--- src/rtl/usart_pkg.sv ---
// Shared constants, FSM encoding and bit-period helper for the USART transmitter.
package usart_pkg;

    localparam int PARITY_NONE = 0;
    localparam int PARITY_ODD  = 1;
    localparam int PARITY_EVEN = 2;

    typedef enum logic [2:0] {
        ST_IDLE,
        ST_START,
        ST_DATA,
        ST_PARITY,
        ST_STOP
    } state_t;

    function automatic int calc_div(input int clk_freq, input int baud_rate);
        return clk_freq / baud_rate;
    endfunction

endpackage

--- src/rtl/usart_sync_fifo.sv ---
// Single-clock FIFO with occupancy count; pushes while full and pops while empty are ignored.
module usart_sync_fifo #(
    parameter int WIDTH = 8,
    parameter int DEPTH = 16
) (
    input  logic                     clk,
    input  logic                     rst_n,
    input  logic [WIDTH-1:0]         wr_data,
    input  logic                     push,
    input  logic                     pop,
    output logic [WIDTH-1:0]         rd_data,
    output logic                     full,
    output logic                     empty,
    output logic [$clog2(DEPTH):0]   level
);

    localparam int AW = $clog2(DEPTH);
    localparam logic [AW:0] FULL_LEVEL = DEPTH[AW:0];

    logic [WIDTH-1:0] mem [DEPTH];
    logic [AW-1:0]    wr_ptr;
    logic [AW-1:0]    rd_ptr;
    logic             do_push;
    logic             do_pop;

    assign full    = (level == FULL_LEVEL);
    assign empty   = (level == '0);
    assign do_push = push && !full;
    assign do_pop  = pop && !empty;
    assign rd_data = mem[rd_ptr];

    // DEPTH is a power of two, so the pointers wrap on natural overflow.
    always_ff @(posedge clk or negedge rst_n) begin
        if (!rst_n) begin
            wr_ptr <= '0;
            rd_ptr <= '0;
            level  <= '0;
        end else begin
            if (do_push) wr_ptr <= wr_ptr + 1'b1;
            if (do_pop)  rd_ptr <= rd_ptr + 1'b1;
            case ({do_push, do_pop})
                2'b10:   level <= level + 1'b1;
                2'b01:   level <= level - 1'b1;
                default: level <= level;
            endcase
        end
    end

    always_ff @(posedge clk) begin
        if (do_push) mem[wr_ptr] <= wr_data;
    end

endmodule

--- src/rtl/usart_tx_fifo.sv ---
// FIFO-buffered asynchronous serial transmitter: start, LSB-first data, optional parity, stop bits.
module usart_tx_fifo
    import usart_pkg::*;
#(
    parameter int CLK_FREQ    = 50_000_000,
    parameter int BAUD_RATE   = 115200,
    parameter int DATA_BITS   = 8,
    parameter int PARITY_MODE = 0,
    parameter int STOP_BITS   = 1,
    parameter int FIFO_DEPTH  = 16
) (
    input  logic                          sys_clk,
    input  logic                          sys_rst_n,
    input  logic [DATA_BITS-1:0]          tx_data,
    input  logic                          tx_valid,
    output logic                          tx_ready,
    output logic                          txd,
    output logic                          busy,
    output logic [$clog2(FIFO_DEPTH):0]   fifo_level
);

    localparam int DIV   = calc_div(CLK_FREQ, BAUD_RATE);
    localparam int CNT_W = (DIV > 1) ? $clog2(DIV) : 1;
    localparam logic [CNT_W-1:0] BAUD_LAST = CNT_W'(DIV - 1);
    localparam logic [2:0]       DATA_LAST = 3'(DATA_BITS - 1);
    localparam logic [2:0]       STOP_LAST = 3'(STOP_BITS - 1);

    state_t               state;
    state_t               state_next;
    logic [CNT_W-1:0]     baud_cnt;
    logic [CNT_W-1:0]     baud_next;
    logic [2:0]           bit_cnt;
    logic [2:0]           bit_next;
    logic [DATA_BITS-1:0] shift_reg;
    logic [DATA_BITS-1:0] shift_next;
    logic                 par_reg;
    logic                 par_next;
    logic                 load;
    logic                 bit_end;
    logic                 txd_next;

    logic                 push;
    logic                 fifo_full;
    logic                 fifo_empty;
    logic [DATA_BITS-1:0] fifo_rd_data;

    assign tx_ready = !fifo_full;
    assign push     = tx_valid && tx_ready;
    assign bit_end  = (baud_cnt == BAUD_LAST);

    usart_sync_fifo #(
        .WIDTH (DATA_BITS),
        .DEPTH (FIFO_DEPTH)
    ) u_fifo (
        .clk     (sys_clk),
        .rst_n   (sys_rst_n),
        .wr_data (tx_data),
        .push    (push),
        .pop     (load),
        .rd_data (fifo_rd_data),
        .full    (fifo_full),
        .empty   (fifo_empty),
        .level   (fifo_level)
    );

    always_ff @(posedge sys_clk or negedge sys_rst_n) begin
        if (!sys_rst_n) begin
            state    <= ST_IDLE;
            baud_cnt <= '0;
            bit_cnt  <= '0;
            txd      <= 1'b1;
        end else begin
            state    <= state_next;
            baud_cnt <= baud_next;
            bit_cnt  <= bit_next;
            txd      <= txd_next;
        end
    end

    always_ff @(posedge sys_clk) begin
        shift_reg <= shift_next;
        par_reg   <= par_next;
    end

    always_comb begin
        state_next = state;
        baud_next  = baud_cnt + 1'b1;
        bit_next   = bit_cnt;
        shift_next = shift_reg;
        par_next   = par_reg;
        load       = 1'b0;
        case (state)
            ST_IDLE: begin
                baud_next = '0;
                if (!fifo_empty) begin
                    state_next = ST_START;
                    load       = 1'b1;
                end
            end
            ST_START: begin
                if (bit_end) state_next = ST_DATA;
            end
            ST_DATA: begin
                if (bit_end) begin
                    if (bit_cnt == DATA_LAST) begin
                        state_next = (PARITY_MODE != PARITY_NONE) ? ST_PARITY : ST_STOP;
                    end else begin
                        bit_next   = bit_cnt + 1'b1;
                        baud_next  = '0;
                        shift_next = shift_reg >> 1;
                    end
                end
            end
            ST_PARITY: begin
                if (bit_end) state_next = ST_STOP;
            end
            ST_STOP: begin
                if (bit_end) begin
                    if (bit_cnt == STOP_LAST) begin
                        // Chain straight into the next frame so the line never idles between words.
                        if (!fifo_empty) begin
                            state_next = ST_START;
                            load       = 1'b1;
                        end else begin
                            state_next = ST_IDLE;
                        end
                    end else begin
                        bit_next  = bit_cnt + 1'b1;
                        baud_next = '0;
                    end
                end
            end
            default: state_next = ST_IDLE;
        endcase
        if (state_next != state) begin
            baud_next = '0;
            bit_next  = '0;
        end
        if (load) begin
            shift_next = fifo_rd_data;
            par_next   = ^fifo_rd_data;
        end
    end

    // txd is decoded from the upcoming state so the registered line changes on the same edge as the FSM.
    always_comb begin
        txd_next = 1'b1;
        case (state_next)
            ST_START:  txd_next = 1'b0;
            ST_DATA:   txd_next = shift_next[0];
            ST_PARITY: txd_next = (PARITY_MODE == PARITY_ODD) ? ~par_reg : par_reg;
            default:   txd_next = 1'b1;
        endcase
    end

    assign busy = (state != ST_IDLE) || !fifo_empty;

endmodule

--- config.mk ---
export PLATFORM = sky130hd
export DESIGN_NAME = usart_tx_fifo
export DESIGN_NICKNAME = d
export VERILOG_FILES = /design/src/rtl/usart_pkg.sv /design/src/rtl/usart_sync_fifo.sv /design/src/rtl/usart_tx_fifo.sv
export SDC_FILE = /design/constraint.sdc
export NUM_CORES = 1
export LEC_CHECK = 0
export BUFFER_PORTS_ARGS = -buffer_cell sky130_fd_sc_hd__clkbuf_2
export CAP_MARGIN = 10
export CORE_ASPECT_RATIO = 0.7
export CORE_MARGIN = 2
export CORE_UTILIZATION = 51
export CTS_BUF_LIST = sky130_fd_sc_hd__clkbuf_8
export CTS_CLUSTER_DIAMETER = 50
export DETAILED_ROUTE_END_ITERATION = 7
export GPL_TIMING_DRIVEN = 0
export HOLD_SLACK_MARGIN = 0.15
export PLACE_DENSITY = 0.79
export SYNTH_ARGS = -nofsm -noshare
export SYNTH_HDL_FRONTEND = slang
export SYNTH_SLANG_ARGS = --single-unit
--- constraint.sdc ---
create_clock -name sys_clk -period 3.4 [get_ports sys_clk]
set_input_delay 0.51 -clock sys_clk [delete_from_list [all_inputs] [get_ports sys_clk]]
set_output_delay 0.51 -clock sys_clk [all_outputs]
set_load 0.01 [all_outputs]
=== Word-level counts from Yosys, hierarchy flattened ===
Memories as Yosys holds them, arrays and structs flattened.
Index checks and enable logic that the tools add are counted.

* ROM bits: 0
* Register bits after elaboration: 38
* Input port bits: 11
* Bits in writable memories: 128
* Output and inout port bits: 8
* Memories: 1
* Word-level logic and storage cells: 85
* Bits in latches: 0

{| class="wikitable"
|+ Memory list
! name !! words !! width !! rd ports !! clocked after memory_dff !! wr ports !! RTL line !! RTL
|-
| u_fifo.mem || 16 || 8 || 1 || 0 || 1 || usart_sync_fifo.sv:20 || <nowiki>logic [WIDTH-1:0] mem [DEPTH];</nowiki>
|}

* Equality and inequality tests: 18
* $add $sub $neg: 6
* Mux-type cells: 33
* Multipliers: 0
* Order comparisons: 0
* Reduce and logical (&&, ||, !) cells: 17
* Bitwise logic cells: 0
* Shift-type cells: 0
* Divide/modulo/power cells: 0

{| class="wikitable"
|+ Operators with widths
! operator !! count
|-
| 9-bit 2-to-1 mux || 5
|-
| 3-bit 2-to-1 mux || 12
|-
| 8-bit 2-to-1 mux || 4
|-
| 9-bit case mux with 3 select lines || 1
|-
| 3-bit case mux with 5 select lines || 1
|-
| 3-bit by 2-bit == test with 1-bit output (second input constant) || 4
|-
| 3-bit inequality test (second input constant) || 4
|-
| 5-bit case mux with 2 select lines || 1
|-
| 9-bit by 1-bit adder with 9-bit output (second input constant) || 1
|-
| 9-bit == test (second input constant) || 1
|-
| 4-bit by 1-bit adder with 4-bit output (second input constant) || 2
|-
| 8-bit parity || 1
|-
| 3-bit by 1-bit == test with 1-bit output (second input constant) || 2
|-
| 3-bit == test (second input constant) || 2
|-
| 3-bit logical NOT || 2
|-
| 1-bit 2-to-1 mux || 6
|-
| 3-bit case mux with 2 select lines || 1
|-
| 2-bit nonzero test || 3
|-
| 3-bit nonzero test || 2
|-
| 5-bit by 1-bit adder with 5-bit output (second input constant) || 1
|-
| 5-bit == test (second input constant) || 1
|-
| 5-bit logical NOT || 1
|-
| 5-bit AND reduction || 1
|-
| 5-bit by 1-bit subtractor with 5-bit output (second input constant) || 1
|-
| other kinds (11) || 14
|}

=== Longest topological paths before layout ===
* Word-level depth: 8
* Mapped depth: 15
* Depth with buffers taken out: 14

=== Cells and area by module ===
A second synthesis with hierarchy kept.

* Cell total of the unflattened synthesis: 479
* Area total of the unflattened synthesis: 7418.4 um^2

{| class="wikitable"
|+ By module, submodules not included
! module !! area each (um^2) !! times used !! seq. area each (um^2) !! cells an instance
|-
| usart_sync_fifo || 5779.3 || 1 || 4169.0 || 332
|-
| usart_tx_fifo || 1639.1 || 1 || 661.9 || 147
|}

=== Worst setup path after synthesis ===
OpenSTA, ideal clock, no wires.

* Path kind: reg-to-reg
* Start point: reg baud_cnt[2]
* End point: reg u_fifo.level[4]
* Period minus slack after synthesis: 3275 ps
* Path slack: 125 ps
* Data arrival time: 3148 ps
* Cell stages (with the launch flop): 14
* Required time: 3272 ps
* Setup time: 128 ps
* Buffers on the path: 1
* Path through: dfrtp_1 > or4b_4 > o31a_1 > nor4_4 > buf_2 > ha_1 > inv_1 > fa_1 > inv_1 > a21o_1 > a21oi_1 > xnor2_1 > nor2_1 > xor2_1

* Word-level cells in the longest chain between the ends: 6
* Elaborated cells on any way between the ends: 8
* Classes of those cells: eq/ne (3); mux (3); reduce/logical (2)

{| class="wikitable"
|+ RTL lines
! what !! RTL line !! RTL
|-
| start: declaration || usart_tx_fifo.sv:30 || <nowiki>logic [CNT_W-1:0] baud_cnt;</nowiki>
|-
| start signal: assignment || usart_tx_fifo.sv:74 || <nowiki>baud_cnt <= baud_next;</nowiki>
|-
| 9-bit == test * || usart_tx_fifo.sv:49 || <nowiki>assign bit_end = (baud_cnt == BAUD_LAST);</nowiki>
|-
| 1-bit 2-to-1 mux * || usart_tx_fifo.sv:118 || <nowiki>if (bit_end) begin</nowiki>
|-
| 1-bit case mux with 2 select lines * || usart_tx_fifo.sv:92 || <nowiki>case (state)</nowiki>
|-
| 1-bit logical AND * || usart_sync_fifo.sv:29 || <nowiki>assign do_pop = pop && !empty;</nowiki>
|-
| net u_fifo.do_pop || usart_sync_fifo.sv:24 || <nowiki>logic do_pop;</nowiki>
|-
| 2-bit by 1-bit == test with 1-bit output / 2-bit == test (equally long branches) || usart_sync_fifo.sv:41 || <nowiki>case ({do_push, do_pop})</nowiki>
|-
| 5-bit case mux with 2 select lines / 2-bit nonzero test (equally long branches) || - ||
|-
| end signal: assignment || usart_sync_fifo.sv:42 || <nowiki>2'b10: level <= level + 1'b1;</nowiki>
|-
| end signal: assignment || usart_sync_fifo.sv:43 || <nowiki>2'b01: level <= level - 1'b1;</nowiki>
|-
| end signal: assignment || usart_sync_fifo.sv:44 || <nowiki>default: level <= level;</nowiki>
|-
| end: declaration || usart_sync_fifo.sv:14 || <nowiki>output logic [$clog2(DEPTH):0] level</nowiki>
|}

The timed path passes the listed nets; every way through them passes the cells marked *.
A chain may end at the register's enable or synchronous reset.

=== Worst setup path after layout ===
* Start point: reg baud_cnt[3]
* End point: reg u_fifo.level[4]

The elaborated chain is that of the path after synthesis.

==> metrics.yaml <==
vias_per_cell: 5.678
drv_cap: 0
die_h_um: 102.3
start_kind: "flop"
finalClockSkew_ns: 0.01508
crit_start: "baud_cnt[3]$_DFF_PN0_"
layout_setup_ws_ns: 0.1049
setup_violations: 0
cts_root_buffer: "clkbuf_8"
start_util_pct: 52.84
r2r_start: "baud_cnt[3]$_DFF_PN0_"
crit_chain: "or4b_4 > o31a_1 > nor4_4 > buf_6 > ha_1 > inv_1 > fa_1 > inv_1 > a21o_1 > a21oi_1 > xnor2_1 > nor2_1 > xor2_1"
antenna_found_initial: 0
drt_iter0_markers: 318
row_count: 35
synth_area_sq_um: 7034
syn_nets: 448
vdd_ir_drop_max_mv: 0.4954
grt_pass1_wl_mm: 21.53
drc: 0
worstSetupPathType: "flop to flop"
reg2reg_depth: 13
cts_tree: "yes"
synthSimpleGateAreaFrac_pct: 6.777
critPathMostFrequentCell: "inv_1"
slew_viol_final: 0
synth_xor_area_share_pct: 3.308
largest_reg_flops: 128
clk_path_buf_depth: 2
synth-compound-area-share_pct: 4.518
endpoint_kind: "flop"
ys_types: 50
design.core.area_sq_um: 13310
report.final.hold_viol_count: 0
synth_seq_cells: 166
reg2reg_to: "u_fifo.level[4]$_DFFE_PN0P_"
r2r_slack_ns: 0.10
cpPeakStageDelay_ns: 0.55
yosysSeqAreaShare_pct: 68.68
dpl_cell_area_sq_um: 7376
synthMuxAreaShare_pct: 11.69
worst_slew_pin_slew_ns: 1.168
crit_end: "u_fifo.level[4]$_DFFE_PN0P_"
area_growth_pct: 11.51
fmax_mhz: 303.5
port_buffers: 18
synth_top_family_by_area: "multiplexers"
synth-main-ff-cell: "edfxtp_1"
cp_slowest_cell: "or4b_4"
post-route-period-util_pct: 96.92
wl_mm: 14.00
place_congestion: 0.8107
die_area_sq_um: 14760
dpl.hpwl_mm: 9.046
ys_async_sr_fraction_pct: 17.47
design_area_sq_um: 7844
slew-limit-headroom_pct: 21.84
critical_path_arrival_ns: 3.65
diodes: 0
status: "completed"
gr-total-overflow: 0
final_layout_size_suffix_gt1_share_pct: 21.38
cts_max_level: 4
synth-edff-count: 136
p_leak_nw: 2.782
pre_cts_ws_ns: -0.3415
cp_data_required_time_ns: 3.76
cp_max_fo: 4
rsz0062_at_grt: "yes"
cp.depth: 13
vias: 3759
clk_pin_slew_ns: 0.10
cts_sinks: 166
cts_buffers: 17
synth_fa_ha_area_share_pct: 2.775
gr-usage-all-layers_pct: 20.86
wl_per_cell_um: 21.15
clk_latency_ns: 0.46
hold_path_class: "primary input to flop"
layout_min_cycle_time_ns: 3.295
synth_cells: 422
boundaryPins: 19
worst-path-buf-inv: 3
grt_max_degree: 30
yosysWarnings: 0
syn_area_per_cell_sq_um: 16.67
nNetsFinal: 490
critPathTopFamily: "simple AND/OR/NAND/NOR gates"
power_density_nw_per_um2: 825.2
die_w_um: 144.4
final_antenna_net_count: 0
firstDrtPassIters: 5
grt_pass1_vias: 3818
==> area by class of cell <==
cell class                 count  area, sq um
fill                        1019         5469
inverter                      14        52.55
buffer                        18        112.6
timing repair buffer          23        130.1
tap                          185        231.5
clock buffer                  17        234.0
multi-input combinational    224         2064
clock inverter                15        186.4
sequential                   166         4832
==> layout by cell type, fill, tap and decap left out, types with 5 or more instances in the layout <==
| cell type | instances |
|---|---|
| a21oi_1 | 7 |
| a221oi_1 | 5 |
| a22o_1 | 7 |
| buf_4 | 7 |
| clkbuf_1 | 9 |
| clkbuf_2 | 18 |
| clkbuf_8 | 17 |
| dfrtp_1 | 27 |
| edfxtp_1 | 136 |
| ha_1 | 14 |
| inv_1 | 13 |
| mux2i_1 | 18 |
| mux4_2 | 28 |
| nand2_1 | 16 |
| nand3_1 | 5 |
| nor2_1 | 36 |
| nor2b_1 | 5 |
| o21ai_0 | 10 |
| xnor2_1 | 18 |
| xor2_1 | 6 |
==> worst register-to-register path: cells and delay by family (launching register included) <==
kind / cells / cell delay (ns)
adders and majority gates: 2 / 0.62
buffers and inverters: 3 / 0.34
DFF: 1 / 0.44
AOI/OAI and AO/OA: 3 / 0.55
xor gates and xnor gates: 2 / 0.31
and+or+nand+nor: 3 / 0.94
==> stage by stage <==
step | total power (W) | setup TNS (ns) | hold WS [ns] | std cells | utilization [%]
5_1_grt | 0.006800 | -0.07315 | 0.4423 | 662 | 58.92
6_report | 0.006473 | 0 | 0.4332 | 662 | 58.92
4_1_cts | 0.006483 | 0 | 0.4151 | 659 | 58.71
3_5_place_dp | 0.005011 | -0.3979 | 0.5126 | 625 | 55.40
3_3_place_gp | 0.004886 | -0.2336 | 0.4993 | 625 | 55.25
2_1_floorplan | 0.004364 | 0 | 0.2144 | 422 | -
==> synth_stat cells (4+ instances only) <==
library cell | number | area, sq um
edfxtp_1 | 136 | 4084
nor2_1 | 36 | 135.1
dfrtp_1 | 28 | 700.7
mux4_2 | 28 | 630.6
mux2i_1 | 18 | 180.2
xnor2_1 | 18 | 157.7
nand2_1 | 16 | 60.06
ha_1 | 14 | 175.2
inv_1 | 13 | 48.80
o21ai_0 | 11 | 55.05
clkbuf_1 | 9 | 33.78
a21oi_1 | 7 | 35.03
a22o_1 | 7 | 61.31
xor2_1 | 6 | 52.55
a221oi_1 | 5 | 43.79
nand3_1 | 5 | 25.02
nor2b_1 | 5 | 31.28
nor3_1 | 5 | 25.02
nand2b_1 | 4 | 25.02
nor3b_1 | 4 | 30.03
==> logic make-up (layout without fill, tap and decap cells) <==
group                    after synthesis  in the layout
AO/OA/AOI/OAI                         45             45
multiplexers                          47             47
buffers and inverters                 32             87
flip-flops                           166            166
adder cells (fa/ha/maj)               15             15
XOR/XNOR                              25             25
AND/OR/NAND/NOR                       92             92
==> routing by layer <==
| metal | track usage, % | wire length, um |
|---|---|---|
| met1 | 27.56 | 5968 |
| met2 | 33.76 | 6765 |
| met3 | 5.014 | 926 |
| met5 | 0 | 0 |
| met4 | 8.887 | 342 |
==> power by group <==
| group | total [W] | switching (W) | internal [W] |
|---|---|---|---|
| sequential | 0.00270 | 0.000155 | 0.00255 |
| clock | 0.00149 | 0.000799 | 0.000688 |
| combinational | 0.00229 | 0.00123 | 0.00106 |
==> worst min-delay path by stage <==
stage                     depth (start not counted)                     endpoint                  start
after detailed placement                          1        baud_cnt[0]$_DFF_PN0_  baud_cnt[0]$_DFF_PN0_
after CTS                                         1  u_fifo.mem[15][6]$_DFFE_PP_             tx_data[6]
after global routing                              1   u_fifo.mem[4][6]$_DFFE_PP_             tx_data[6]
final                                             1  u_fifo.mem[14][6]$_DFFE_PP_             tx_data[6]
after global placement                            1        baud_cnt[0]$_DFF_PN0_  baud_cnt[0]$_DFF_PN0_
after floorplan                                   0        baud_cnt[0]$_DFF_PN0_              sys_rst_n
==> what timing repair did <==
item                                   CTS  global route
resized for setup                        1             3
pin swaps                                1             1
endpoints found under the hold margin   28             0
hold buffers                             1             0
setup endpoints to repair                3             2
buffers inserted                         1             3
Power figures use the tool's default switching activity.
